`src/rtl/alu_multiciclo.sv`:
```
// Multi-cycle ALU with a small register bank and an iterative shift-add multiplier.
// Each instruction steps through READ, then EXEC or MUL, then WRITE before the next one is accepted.
module alu_multiciclo #(
  parameter int unsigned NBITS = 4,
  parameter int unsigned RLOG2 = 2
) (
  input  logic                 clk,
  input  logic                 reset,
  input  logic [3+3*RLOG2-1:0] instr,
  input  logic                 instr_valid,
  output logic                 instr_ready,
  output logic [NBITS-1:0]     leds,
  output logic [NBITS-1:0]     result_hi,
  output logic [2:0]           flags,
  output logic                 done
);

  localparam int unsigned TAMINSTR = 3 + 3*RLOG2;
  localparam int unsigned NREGS    = 2**RLOG2;
  localparam int unsigned IMMW     = 2*RLOG2;
  localparam int unsigned CNTW     = $clog2(NBITS + 1);

  localparam logic [2:0] OP_ADD = 3'b000;
  localparam logic [2:0] OP_SUB = 3'b001;
  localparam logic [2:0] OP_AND = 3'b010;
  localparam logic [2:0] OP_OR  = 3'b011;
  localparam logic [2:0] OP_XOR = 3'b100;
  localparam logic [2:0] OP_SHL = 3'b101;
  localparam logic [2:0] OP_MUL = 3'b110;
  localparam logic [2:0] OP_LDI = 3'b111;

  typedef enum logic [2:0] {
    S_IDLE  = 3'd0,
    S_READ  = 3'd1,
    S_EXEC  = 3'd2,
    S_MUL   = 3'd3,
    S_WRITE = 3'd4
  } state_t;

  state_t                r_state;
  state_t                w_state_nxt;
  logic [TAMINSTR-1:0]   r_instr;
  logic [NBITS-1:0]      r_bank [NREGS];
  logic [NBITS-1:0]      r_a;
  logic [NBITS-1:0]      r_b;
  logic [NBITS-1:0]      r_phi;
  logic [NBITS-1:0]      r_plo;
  logic [CNTW-1:0]       r_cnt;
  logic [NBITS-1:0]      r_leds;
  logic [NBITS-1:0]      r_hi;
  logic [2:0]            r_flags;
  logic                  r_done;
  logic                  r_ready;

  logic [2:0]            w_op;
  logic [RLOG2-1:0]      w_rd;
  logic [RLOG2-1:0]      w_ra;
  logic [RLOG2-1:0]      w_rb;
  logic [NBITS-1:0]      w_imm;
  logic [NBITS:0]        w_add;
  logic [NBITS:0]        w_sub;
  logic [NBITS:0]        w_mul_sum;
  logic [NBITS-1:0]      w_phi_nxt;
  logic [NBITS-1:0]      w_plo_nxt;
  logic                  w_mul_last;
  logic [NBITS-1:0]      w_res;
  logic [NBITS-1:0]      w_hi;
  logic                  w_c;
  logic                  w_v;

  assign w_op  = r_instr[TAMINSTR-1 -: 3];
  assign w_rd  = r_instr[3*RLOG2-1 -: RLOG2];
  assign w_ra  = r_instr[2*RLOG2-1 -: RLOG2];
  assign w_rb  = r_instr[RLOG2-1:0];
  assign w_imm = NBITS'(r_instr[IMMW-1:0]);

  assign w_add = {1'b0, r_a} + {1'b0, r_b};
  assign w_sub = {1'b0, r_a} - {1'b0, r_b};

  // One shift-add step: multiplier sits in the low half and drains out as the product shifts in.
  assign w_mul_sum  = {1'b0, r_phi} + (r_plo[0] ? {1'b0, r_a} : {(NBITS+1){1'b0}});
  assign w_phi_nxt  = w_mul_sum[NBITS:1];
  assign w_plo_nxt  = {w_mul_sum[0], r_plo[NBITS-1:1]};
  assign w_mul_last = (r_cnt == CNTW'(NBITS - 1));

  always_comb begin
    w_res = '0;
    w_hi  = '0;
    w_c   = 1'b0;
    w_v   = 1'b0;
    case (w_op)
      OP_ADD: begin
        w_res = w_add[NBITS-1:0];
        w_c   = w_add[NBITS];
        w_v   = (r_a[NBITS-1] == r_b[NBITS-1]) && (w_add[NBITS-1] != r_a[NBITS-1]);
      end
      OP_SUB: begin
        w_res = w_sub[NBITS-1:0];
        w_c   = w_sub[NBITS];
        w_v   = (r_a[NBITS-1] != r_b[NBITS-1]) && (w_sub[NBITS-1] != r_a[NBITS-1]);
      end
      OP_AND: w_res = r_a & r_b;
      OP_OR:  w_res = r_a | r_b;
      OP_XOR: w_res = r_a ^ r_b;
      OP_SHL: begin
        w_res = {r_a[NBITS-2:0], 1'b0};
        w_c   = r_a[NBITS-1];
      end
      OP_MUL: begin
        w_res = w_plo_nxt;
        w_hi  = w_phi_nxt;
        w_c   = |w_phi_nxt;
      end
      OP_LDI: w_res = w_imm;
      default: w_res = '0;
    endcase
  end

  always_ff @(posedge clk or negedge reset) begin
    if (!reset) r_state <= S_IDLE;
    else        r_state <= w_state_nxt;
  end

  always_comb begin
    w_state_nxt = r_state;
    case (r_state)
      S_IDLE:  if (instr_valid) w_state_nxt = S_READ;
      S_READ:  w_state_nxt = (w_op == OP_MUL) ? S_MUL : S_EXEC;
      S_EXEC:  w_state_nxt = S_WRITE;
      S_MUL:   if (w_mul_last) w_state_nxt = S_WRITE;
      S_WRITE: w_state_nxt = S_IDLE;
      default: w_state_nxt = S_IDLE;
    endcase
  end

  // Datapath: operand capture, multiply steps, result commit and bank writeback.
  always_ff @(posedge clk or negedge reset) begin
    if (!reset) begin
      r_instr <= '0;
      r_a     <= '0;
      r_b     <= '0;
      r_phi   <= '0;
      r_plo   <= '0;
      r_cnt   <= '0;
      r_leds  <= '0;
      r_hi    <= '0;
      r_flags <= '0;
      r_done  <= 1'b0;
      r_ready <= 1'b1;
      for (int i = 0; i < NREGS; i++) r_bank[i] <= '0;
    end else begin
      case (r_state)
        S_IDLE: if (instr_valid) r_instr <= instr;
        S_READ: begin
          r_a   <= r_bank[w_ra];
          r_b   <= r_bank[w_rb];
          r_phi <= '0;
          r_plo <= r_bank[w_rb];
          r_cnt <= '0;
        end
        S_EXEC: begin
          r_leds  <= w_res;
          r_hi    <= w_hi;
          r_flags <= {~|w_res, w_c, w_v};
        end
        S_MUL: begin
          r_phi <= w_phi_nxt;
          r_plo <= w_plo_nxt;
          r_cnt <= r_cnt + CNTW'(1);
          if (w_mul_last) begin
            r_leds  <= w_res;
            r_hi    <= w_hi;
            r_flags <= {~|w_res, w_c, w_v};
          end
        end
        S_WRITE: r_bank[w_rd] <= r_leds;
        default: ;
      endcase
      r_ready <= (w_state_nxt == S_IDLE);
      r_done  <= (w_state_nxt == S_WRITE);
    end
  end

  assign instr_ready = r_ready;
  assign leds        = r_leds;
  assign result_hi   = r_hi;
  assign flags       = r_flags;
  assign done        = r_done;

endmodule

```
`config.mk`:
```
export PLATFORM = sky130hd
export DESIGN_NAME = alu_multiciclo
export DESIGN_NICKNAME = d
export VERILOG_FILES = /design/src/rtl/alu_multiciclo.sv
export SDC_FILE = /design/constraint.sdc
export NUM_CORES = 1
export LEC_CHECK = 0
export ABC_CLOCK_PERIOD_IN_PS = 2000
export BUFFER_PORTS_ARGS = -buffer_cell sky130_fd_sc_hd__buf_2
export CORE_ASPECT_RATIO = 2
export CORE_MARGIN = 3
export CORE_UTILIZATION = 54
export DETAILED_ROUTE_END_ITERATION = 12
export GPL_ROUTABILITY_DRIVEN = 1
export PLACE_DENSITY = 0.76
export SYNTH_ARGS = -nofsm -noshare
export SYNTH_HDL_FRONTEND = slang
export SYNTH_SLANG_ARGS = --single-unit
```
`constraint.sdc`:
```
create_clock -name clk -period 2 [get_ports clk]
set_input_delay 0.4 -clock clk [delete_from_list [all_inputs] [get_ports clk]]
set_output_delay 0.4 -clock clk [all_outputs]
set_load 0.005 [all_outputs]
```
## Word-level counts from Yosys, hierarchy flattened

Cells that the tools add are included.

- Add/subtract/negate cells: 4
- Order comparisons: 4
- Equal/unequal tests: 18
- Muxes and demuxes: 27
- Bitwise gates (word level): 6
- Reduce and logical (&&, ||, !) cells: 13

Operator list:

| kind | number |
|---|---|
| $mux W4 | 9 |
| $pmux W4 S2 | 4 |
| $pmux W4 S8 | 1 |
| $eq A3 B3 Y1 const B | 6 |
| $bmux W4 S2 | 2 |
| $bwmux W16 | 1 |
| $eq A3 B2 Y1 const B | 5 |
| $pmux W3 S2 | 2 |
| $pmux W3 S4 | 1 |
| $add A4 B4 Y5 | 2 |
| $ge A3 B3 Y1 const B | 3 |
| $logic_not A3 Y1 | 3 |
| $mux W3 | 3 |
| $not A2 Y3 | 3 |
| $demux W4 S2 | 1 |
| $reduce_or A4 Y1 | 2 |
| $eq A3 B1 Y1 const B | 2 |
| $sub A4 B4 Y5 | 1 |
| $and A4 B4 Y4 | 1 |
| $or A4 B4 Y4 | 1 |
| $pmux W1 S4 | 1 |
| $reduce_and A2 Y1 | 2 |
| $reduce_bool A2 Y1 | 2 |
| $xor A4 B4 Y4 | 1 |
| other kinds (9) | 13 |

- Register bits after elaboration: 60
- Input port bits: 12
- Output and inout bits: 13
- Word-level logic and storage cells: 88

## Logic depth before layout (Yosys ltp)

Gate-level depths: netlist of run 1.

- Depth in word-level cells: 7
- Gate-level depth with buffers: 9
- Depth with buffers taken out: 9

## Worst setup path before layout of run 1

Ideal clock, no wire load.

- Kind: register to register
- Start: reg r_a[0]
- End: reg r_leds[2], in the netlist leds[2]
- Setup time: 65 ps
- Arrival: 1945 ps
- Required time: 1935 ps
- Setup slack: -10 ps
- Stages on the path, launching flop included: 10
- Buffers on the path: 0
- Cell sequence: dfrtp_1 -> inv_1 -> ha_1 -> inv_1 -> fa_1 -> xor2_1 -> o311ai_1 -> o21ai_1 -> a22oi_1 -> mux2_2

- Cells in the longest elaborated chain, start to end: 4
- Elaborated cells between the ends (all ways): 5
- Classes of those cells: add/sub (2); mux (3)

Ends and longest elaborated chain:

| what | line | text |
|---|---|---|
| from (decl) | 44 | `logic [NBITS-1:0] r_a;` |
| from (signal assigned) | 155 | `r_a <= r_bank[w_ra];` |
| $sub A4 B4 Y5 or $add A4 B4 Y5 (tied branches) | 78, 77 |  |
| $pmux W4 S8 (*) | 91 | `case (w_op)` |
| $mux W4 | 170 | `if (w_mul_last) begin` |
| $pmux W4 S2 (*) | 152 | `case (r_state)` |
| to (signal assigned) | 162 | `r_leds <= w_res;` |
| to (signal assigned) | 171 | `r_leds <= w_res;` |
| to (decl) | 49 | `logic [NBITS-1:0] r_leds;` |

Mark *: on every way between the ends. The rest lies on a longest branch, timed or not. The select of a mux whose other input is x is not followed.
A chain may end at the register's enable or synchronous reset.

## Worst setup path after layout of run 1

- Start: reg r_a[0]
- End: reg r_flags[2], in the netlist flags[2]

- Cells in the longest elaborated chain, start to end: 7
- Elaborated cells between the ends (all ways): 12
- Classes of those cells: add/sub (3); mux (4); bitwise (3); reduce/logical (2)

Ends and longest elaborated chain:

| what | line | text |
|---|---|---|
| $mux W4 | 81 | `assign w_mul_sum = {1'b0, r_phi} + (r_plo[0] ? {1'b0, r_a} : {(NBITS+1){1'b0}});` |
| $add A4 B4 Y5 | 81 |  |
| $pmux W4 S8 (*) | 91 |  |
| $reduce_or A4 Y1 (*) | 164, 173 |  |
| $logic_not A1 Y1 (*) | 164, 173 |  |
| $mux W3 | 170 |  |
| $pmux W3 S2 (*) | 152 |  |
| to (signal assigned) | 164 | `r_flags <= {~\|w_res, w_c, w_v};` |
| to (signal assigned) | 173 | `r_flags <= {~\|w_res, w_c, w_v};` |
| to (decl) | 51 | `logic [2:0] r_flags;` |

Marked as above.

==> results of run 1 <==
## power by group
group	switching, W	internal [W]	leakage, nW
Clock	0.000523	0.00119	0.162
Combinational	0.00155	0.00158	1.02
Sequential	0.000556	0.00167	0.778
Total	0.00263	0.00444	1.96
## sequential cells by signal, summed over array words and instances (netlist names)
| name | cells |
|---|---|
| r_b | 4 |
| r_plo | 4 |
| r_instr | 9 |
| r_phi | 4 |
| r_state | 3 |
| r_bank | 16 |
| done | 1 |
| instr_ready | 1 |
| r_a | 4 |
| flags | 3 |
| result_hi | 4 |
| r_cnt | 3 |
| leds | 4 |
## cell families (layout without fill, tap and decap cells)
group | after synthesis | after routing
and+or+nand+nor | 78 | 78
AOI/OAI and AO/OA | 60 | 60
DFF | 60 | 60
muxes | 45 | 45
buffers and inverters | 32 | 89
adders and majority gates | 22 | 22
xor gates and xnor gates | 7 | 7
## through the flow
stage	setup TNS [ns]	setup WS [ns]
floorplan	0	0.00163
global placement	-0.182	-0.0647
detailed placement	-0.325	-0.123
CTS	-0.0586	-0.0405
global route	-0.389	-0.158
finish	-0.0625	-0.0431
## metal layers
layer / global-route usage (%) / wire length (um) / part of all wire, % / up-vias
met5: 0 / 0 / 0 / -
met4: 14.9 / 449 / 5.4 / 0
met3: 5.19 / 269 / 3.2 / 38
met2: 46.2 / 4740 / 57 / 69
met1: 23.6 / 2850 / 34 / 1251
li1: - / - / - / 1179
## critical path, stage by stage (launching register included)
cell and delay [ns]:
dfrtp_1 0.38, inv_2 0.08, ha_4 0.13, inv_2 0.04
fa_2 0.54, nand2b_1 0.06, a311oi_2 0.27, o22ai_2 0.14
nand4_1 0.19, o31ai_2 0.09
## layout make-up
cell class | instances | area (um^2)
clock buffers | 13 | 270
clock inverters | 3 | 67.6
fillers | 473 | 1870
inverters | 17 | 63.8
multi-input cells | 212 | 1860
flip-flops and latches | 60 | 1500
well taps | 84 | 105
repair buffers | 56 | 373
## cells in the mapped netlist (3+ instances only)
| library cell | instances | share of area [%] |
|---|---|---|
| nand3_1 | 3 | 0.44 |
| o21ai_0 | 22 | 3.2 |
| a31oi_1 | 3 | 0.55 |
| a21oi_1 | 4 | 0.58 |
| nor2_1 | 11 | 1.2 |
| clkbuf_1 | 3 | 0.33 |
| nand3b_1 | 5 | 1.1 |
| nand2b_1 | 6 | 1.1 |
| dfrtp_1 | 59 | 43 |
| xnor2_1 | 3 | 0.76 |
| mux2i_1 | 7 | 2.0 |
| mux4_2 | 9 | 5.9 |
| nand2_1 | 35 | 3.8 |
| inv_1 | 15 | 1.6 |
| fa_1 | 3 | 1.7 |
| xor2_1 | 4 | 1.0 |
| buf_2 | 9 | 1.3 |
| mux2_2 | 22 | 7.2 |
| o22ai_1 | 3 | 0.55 |
| o21ai_1 | 5 | 0.73 |
| nor2b_1 | 3 | 0.55 |
| mux2_1 | 5 | 1.6 |
| ha_1 | 19 | 6.9 |
| o21bai_1 | 3 | 0.65 |
| a21o_1 | 3 | 0.65 |
| and2_1 | 4 | 0.73 |
## worst max-delay path by stage
| stage | startpoint | endpoint | cells past startpoint |
|---|---|---|---|
| floorplan | r_a[0] | leds[2] | 9 |
| global placement | r_a[0] | flags[2] | 9 |
| detailed placement | r_a[0] | flags[2] | 9 |
| CTS | r_a[0] | flags[2] | 9 |
| global route | r_a[0] | leds[2] | 9 |
| finish | r_a[0] | flags[2] | 9 |
## repair_timing
item,CTS,global route
resized for setup,8,10
gates cloned,0,0
endpoints found under the setup margin,5,5
buffers inserted,0,2
pin swaps,0,11
==> metrics.md, run 1 <==
| Metric | Value |
|---|---|
| Largest net degree at the start of global routing | 42 |
| Worst-path clk slew | 0.05 ns |
| Post-Synth Simple-Gate Area | 11.9% |
| Initial Util | 56.4% |
| R2r setup slk | -0.04 ns |
| Worst Path Required | 2.21 ns |
| Max Fclk | 0.489 GHz |
| Drc violations | 0 |
| Post-detail-place hpwl | 6210 um |
| Height of the die | 119 um |
| Worst-Skew Late Latency | 0.33 ns |
| Worst hold slack | 0.0307 ns |
| FF-to-FF End | flags[2] |
| Final Max Tran Viols | 0 |
| Via/cell ratio | 5.70 |
| Final GP Congestion | 0.925 |
| Final ANT Viol Nets | 0 |
| Register bit count reported by yosys | 60 |
| Final setup vio count | 2 |
| Synthesis Warnings | 0 |
| Num ports | 25 |
| Relative slew slack | 66.9% |
| Fraction of layout cells with a size suffix above 1 | 37.1% |
| Area after DPL | 0.00381 mm^2 |
| Gr ovfl total | 0 |
| Commonest non-fill, non-tap cell in the layout | dfrtp_1 |
| Most frequent cells in the layout | dfrtp_1, nand2_1, buf_4, buf_2, o21ai_0 |
| Clock sinks | 60 |
| EDFF count, synth | 0 |
| CTS tree | yes |
| Critical Path Fanout Max | 2 |
| Mux cell area share after synthesis | 17.6% |
| Finished Cell Area | 0.00424 mm^2 |
| Global-route wire length before repair | 13,500 um |
| Antenna violations before repair | 0 |
| Final Power | 0.00707 W |
| Largest family of logic cells by synthesized area | multiplexers |
| Worst Setup End Kind | register |
| Cells on worst reg2reg path | 9 |
| Fin crit share | 102% |
| 1st-iter DRT viols | 116 |
| Num rows | 40 |
| Status | complete, but fails checks |
| Fin nets | 390 |
| Post-CTS Hold Buffers | 0 |
| Post-Syn Area per Cell | 11.3 um^2 |
| Least-Margin Pin Slew | 0.497 ns |
| # diodes | 0 |
| Port bufs | 24 |
| Non-filler cells, final | 445 |
| Period minus WS final | 2.04 ns |
| Power Dens Cells | 1670 mW/mm^2 |
| Post-Synthesis Cell Area | 0.00344 mm^2 |
| Vias in the first global route | 2,713 |
| Post-synthesis sequential area ratio | 43.7% |
| Crit path kind | register to register |
| Total number of vias | 2,537 |
| CTS Buffer Depth | 2 |
| Post-synthesis adder-cell area fraction | 8.65% |
| Arr. time, crit path | 2.25 ns |
| Final core occ | 69.4% |
| Die area | 0.00742 mm^2 |
| Drt total wl | 8310 um |
| Async S/R FF share, synth | 100% |
| CTS Buf Count | 9 |
| Clock skew | 0.00652 ns |
| Top FF cell, synth | dfrtp_1 |
| Total global-route track usage | 24.6% |
| Failing checks | setup timing |
| H-tree Lvls | 3 |
| Yosys cell types | 54 |
| Worst r2r src | r_a[0] |
| Root Buffer | clkbuf_16 |
| Peak supply drop | 0.877 mV |
| Mapped Nets | 338 |
| LEAKAGE | 1.96 nW |
| Hold Vio Cnt, Final | 0 |
| Crit path launch type | register |
| Post-Synth XOR/XNOR Area | 1.78% |
| Unrepaired setup endpoints after global routing | yes |
| Area growth syn-to-layout | 23.2% |
| Post-route setup slack | -0.0431 ns |
| Core area | 0.00611 mm^2 |
| Syn Inst Count | 304 |
| Dpl cells | 427 |
| DRT Pass-1 Iters | 6 |
| Max_cap viols | 0 |
| Die Width | 62.4 um |
| Synth Area in Compound Gates | 11.7% |
| Worst Hold Class | input pin to async pin |
| Routed length per instance | 18.7 um |
Power figures use the tool's default switching activity.
==> run 2, diff against run 1 <==
Settings changed: CAP_MARGIN from default to 20, MAX_ROUTING_LAYER from default to met4, PLACE_DENSITY 0.76 to 0.8.
==> metrics.md, run 2 (synthesis results as in run 1) <==
| Metric | Value |
|---|---|
| CTS Buffer Depth | 2 |
| Critical Path Fanout Max | 2 |
| Sum Neg Setup Slack | 0 ns |
| Least-Margin Pin Slew | 0.414 ns |
| Largest register FFs | 16 |
| Power Dens Cells | 1610 mW/mm^2 |
| Height of the die | 119 um |
| Largest net degree at the start of global routing | 61 |
| Leading registers by flop count | r_bank (16), r_instr (9) |
| Drc violations | 0 |
| Num ports | 25 |
| Status | finished clean |
| Worst hold slack | 0.0551 ns |
| Final Max Tran Viols | 0 |
| LEAKAGE | 1.92 nW |
| Global-route wire length before repair | 13,200 um |
| Port bufs | 24 |
| Post-detail-place hpwl | 5680 um |
| Root Buffer | clkbuf_16 |
| Most frequent cells in the layout | dfrtp_1, nand2_1, buf_4, buf_2, o21ai_0 |
| Die area | 0.00742 mm^2 |
| Period minus WS final | 1.98 ns |
| Hold Vio Cnt, Final | 0 |
| Unrepaired setup endpoints after global routing | yes |
| Final Power | 0.00671 W |
| Worst Path Required | 2.21 ns |
| Worst Setup End Kind | register |
| Reg with most FFs | r_bank |
| Fin nets | 387 |
| H-tree Lvls | 3 |
| 1st-iter DRT viols | 114 |
| Total global-route track usage | 24.1% |
| Worst-path clk slew | 0.05 ns |
| Post-CTS Hold Buffers | 0 |
| Drt total wl | 7910 um |
| Total number of vias | 2,490 |
| Worst-Skew Late Latency | 0.33 ns |
| Gr ovfl total | 0 |
| Initial Util | 56.4% |
| Finished Cell Area | 0.00416 mm^2 |
| Clock sinks | 60 |
| CTS tree | yes |
| Layout fillers | 475 |
| # diodes | 0 |
| Relative slew slack | 72.2% |
| Via/cell ratio | 5.65 |
| Die Width | 62.4 um |
| Fraction of layout cells with a size suffix above 1 | 35.6% |
| R2r setup slk | 0.02 ns |
| Worst r2r src | r_a[0] |
| FF-to-FF End | flags[2] |
| CTS Buf Count | 9 |
| Commonest non-fill, non-tap cell in the layout | dfrtp_1 |
| Crit path launch type | register |
| Final ANT Viol Nets | 0 |
| Core area | 0.00611 mm^2 |
| DRT Pass-1 Iters | 4 |
| Cells on worst reg2reg path | 9 |
| Final setup vio count | 0 |
| Crit path kind | register to register |
| Fin crit share | 99.2% |
| Worst Hold Class | input pin to async pin |
| Arr. time, crit path | 2.20 ns |
| Routed length per instance | 17.9 um |
| Num rows | 40 |
| Clock skew | 0.00376 ns |
| Area after DPL | 0.00379 mm^2 |
| Area growth syn-to-layout | 21.0% |
| Final GP Congestion | 0.891 |
| Antenna violations before repair | 0 |
| Peak supply drop | 1.01 mV |
| Max Fclk | 0.504 GHz |
| Max_cap viols | 0 |
| Vias in the first global route | 2,650 |
==> run 2: cell count changes in the layout (fill, tap and decap cells not counted), sizes merged <==
| cell | delta |
|---|---|
| buf | -3 |
| bufinv | -1 |
| clkinv | +1 |
| clkinvlp | -1 |
==> run 2: where the power goes <==
part	switching [W]	internal [W]	total [W]
clock network	0.000497	0.000987	0.00148
logic	0.00150	0.00154	0.00304
registers	0.000515	0.00167	0.00219
total	0.00251	0.00420	0.00671
==> run 2: final cells by class <==
type	count	area [um^2]	share of cell area [%]
Multi-Input combinational cell	212	1850	44.5
Tap cell	84	105	2.52
Clock inverter	2	35.0	0.842
Sequential cell	60	1500	36.1
Clock buffer	13	250	6.01
Inverter	17	63.8	1.53
Timing Repair Buffer	53	350	8.42
==> run 2: how the worst max path moves through the flow <==
stage                      start  endpoint  slack (ns)
after floorplan           r_a[0]   leds[2]       0.002
after global placement    r_a[0]   leds[2]       -0.05
after detailed placement  r_a[0]   leds[2]       -0.07
after CTS                 r_a[0]   leds[2]       0.004
after global routing      r_a[0]   leds[2]       -0.05
final                     r_a[0]  flags[2]        0.02
==> run 2: what timing repair did <==
action	4_1_cts	5_1_grt
endpoints found under the setup margin	5	5
pin swaps	1	6
setup buffers	0	2
gates resized for setup	6	12
==> run 2: worst max-delay path, cell delays in order (launching register included) <==
cell and delay (ns):
dfrtp_1 0.38, inv_2 0.08, ha_4 0.14, inv_2 0.03
fa_2 0.52, nand2b_1 0.07, a311oi_2 0.26, o22ai_1 0.14
nand4_1 0.16, o31ai_2 0.07
==> run 2: layer usage <==
| metal | GRT usage [%] | vias to the layer above | share of wire [%] |
|---|---|---|---|
| met1 | 24.7 | 1228 | 35 |
| met4 | 15.4 | 0 | 4.9 |
| met3 | 4.43 | 25 | 3.5 |
| met5 | - | - | 0 |
| met2 | 41.7 | 65 | 56 |
| li1 | - | 1172 | - |
==> run 2: through the flow <==
stage	instances	utilization, %	worst slack (ns)
after floorplan	304	-	0.00163
after global placement	424	62.0	-0.0509
after detailed placement	424	62.0	-0.0708
after CTS	439	67.2	0.00383
after global routing	441	68.2	-0.0548
final	441	68.2	0.0164
==> run 3, diff against run 2 <==
Settings changed: SETUP_SLACK_MARGIN from default to 0.5.
==> metrics.md, run 3 (synthesis results as in run 1) <==
| Metric | Value |
|---|---|
| Power Dens Cells | 1650 mW/mm^2 |
| Relative slew slack | 64.3% |
| Switching share of power | 37.4% |
| Worst Hold Class | input pin to async pin |
| Most frequent cells in the layout | dfrtp_1, nand2_1, buf_4, buf_2 |
| Final ANT Viol Nets | 0 |
| Num rows | 40 |
| Drc violations | 0 |
| H-tree Lvls | 3 |
| Worst Path Required | 2.22 ns |
| Crit path launch type | register |
| Global-route wire length before repair | 13,800 um |
| CTS tree | yes |
| Total global-route track usage | 25.6% |
| # diodes | 0 |
| Final Power | 0.00756 W |
| Num ports | 25 |
| Comb power frac | 48.8% |
| Final GP Congestion | 0.960 |
| Least-Margin Pin Slew | 0.531 ns |
| Hold Vio Cnt, Final | 0 |
| Post-CTS Hold Buffers | 0 |
| CTS Buf Count | 9 |
| Critical Path Fanout Max | 3 |
| Final Max Tran Viols | 0 |
| Largest net degree at the start of global routing | 29 |
| Unrepaired setup endpoints after global routing | yes |
| Commonest non-fill, non-tap cell in the layout | dfrtp_1 |
| Fin crit share | 99.5% |
| Initial Util | 56.4% |
| Arr. time, crit path | 2.21 ns |
| Via/cell ratio | 5.75 |
| Largest register FFs | 16 |
| Vias in the first global route | 2,787 |
| Final core occ | 75.0% |
| Routed length per instance | 18.9 um |
| Port bufs | 24 |
| Max_cap viols | 0 |
| LEAKAGE | 2.08 nW |
| 1st-iter DRT viols | 140 |
| Root Buffer | clkbuf_16 |
| Period minus WS final | 1.99 ns |
| Peak supply drop | 1.36 mV |
| Worst-path clk slew | 0.06 ns |
| Height of the die | 119 um |
| Total number of vias | 2,616 |
| DRT Pass-1 Iters | 4 |
| Clock sinks | 60 |
| Pint | 0.00473 W |
| Post-detail-place hpwl | 5830 um |
| Die area | 0.00742 mm^2 |
| Area growth syn-to-layout | 33.0% |
| Worst-Skew Late Latency | 0.34 ns |
| Core area | 0.00611 mm^2 |
| Antenna violations before repair | 0 |
| Drt total wl | 8610 um |
| Worst path slowest cell | fa_2 |
| Final setup vio count | 0 |
| Fraction of layout cells with a size suffix above 1 | 46.1% |
| Crit path kind | register to register |
| Flop pwr share | 29.6% |
| Crit path cell chain | inv_2 > ha_4 > inv_2 > fa_2 > nand2b_1 > a311oi_2 > o22ai_2 > nand4_1 > o31ai_2 |
| Gr ovfl total | 0 |
| Reg with most FFs | r_bank |
| Sum Neg Setup Slack | 0 ns |
| Max Fclk | 0.502 GHz |
| Fin nets | 400 |
| Max incr delay on CP | 0.52 ns |
| Worst Setup End Kind | register |
| Die Width | 62.4 um |
| NetSw | 0.00283 W |
| Clk pwr share | 21.6% |
| Leading registers by flop count | r_bank (16), r_instr (9) |
| Status | finished clean |
| Clock skew | 0.00882 ns |
| CTS Buffer Depth | 2 |
| Crit path top cell by count | inv_2 |
==> run 3: changes by cell type in the layout (fill, tap and decap cells not counted), sizes merged <==
cell and delta:
buf +13, bufinv +1, clkbuf -4, clkinv +3, clkinvlp +1
==> run 3: power by group through the flow <==
| stage | Clock (W) | Combinational (W) | Sequential [W] |
|---|---|---|---|
| finish | 0.00163 | 0.00369 | 0.00224 |
| floorplan | 0 | 0.00225 | 0.00200 |
| global placement | 0 | 0.00281 | 0.00217 |
| global route | 0.00171 | 0.00400 | 0.00231 |
| detailed placement | 0 | 0.00288 | 0.00221 |
| CTS | 0.00166 | 0.00333 | 0.00222 |
==> run 3: path summary, 6_finish.rpt <==
path | startpoint | end | slack, ns | cells after the start
max | r_a[0] | flags[2] | 0.009 | 9
min | reset | r_cnt[0] | 0.002 | 1
max reg2reg | r_a[0] | flags[2] | 0.009 | 9
min reg2reg | result_hi[2] | result_hi[2] | 0.48 | 2
max in group asynchronous | reset | leds[0] | 1.28 | 3
min in group clk | instr[6] | r_instr[6] | 0.26 | 3
==> run 3: what timing repair did <==
action	CTS	global route
gates cloned	0	0
setup buffers	17	4
resized for setup	32	28
pin swaps	17	14
endpoints found under the setup margin	39	38
==> run 3: critical path: cells and delay by family (launching register included) <==
family / cells / cell delay, ns
AOI/OAI and AO/OA: 3 / 0.48
DFF: 1 / 0.40
adders and majority gates: 2 / 0.65
and+or+nand+nor: 2 / 0.23
buffers and inverters: 2 / 0.11
==> run 3: layer usage <==
layer / routed length (um) / up-vias / GRT usage (%)
li1: - / 1202 / -
met1: 2940 / 1309 / 25.2
met2: 4820 / 76 / 44.7
met3: 372 / 29 / 4.15
met4: 482 / 0 / 18.3
met5: 0 / - / -
==> run 3: final cells by class <==
class                           count  area [um^2]
Multi-Input combinational cell    212         2080
Fill cell                         387         1530
Sequential cell                    60         1510
Timing Repair Buffer               66          502
Clock buffer                        9          225
Tap cell                           84          105
Clock inverter                      7         91.3
Inverter                           17         66.3
==> run 3: metrics by stage <==
step | worst slack [ns] | instance area [um^2] | std cells | hold slack [ns]
detailed placement | -0.0230 | 3830 | 418 | 0.367
finish | 0.00944 | 4580 | 455 | 0.00193
global placement | 0.0157 | 3830 | 418 | 0.355
CTS | 0.0486 | 4430 | 451 | 0.00520
floorplan | 0.0703 | 3530 | 304 | 0.104
global route | -0.0655 | 4580 | 455 | 0.0246
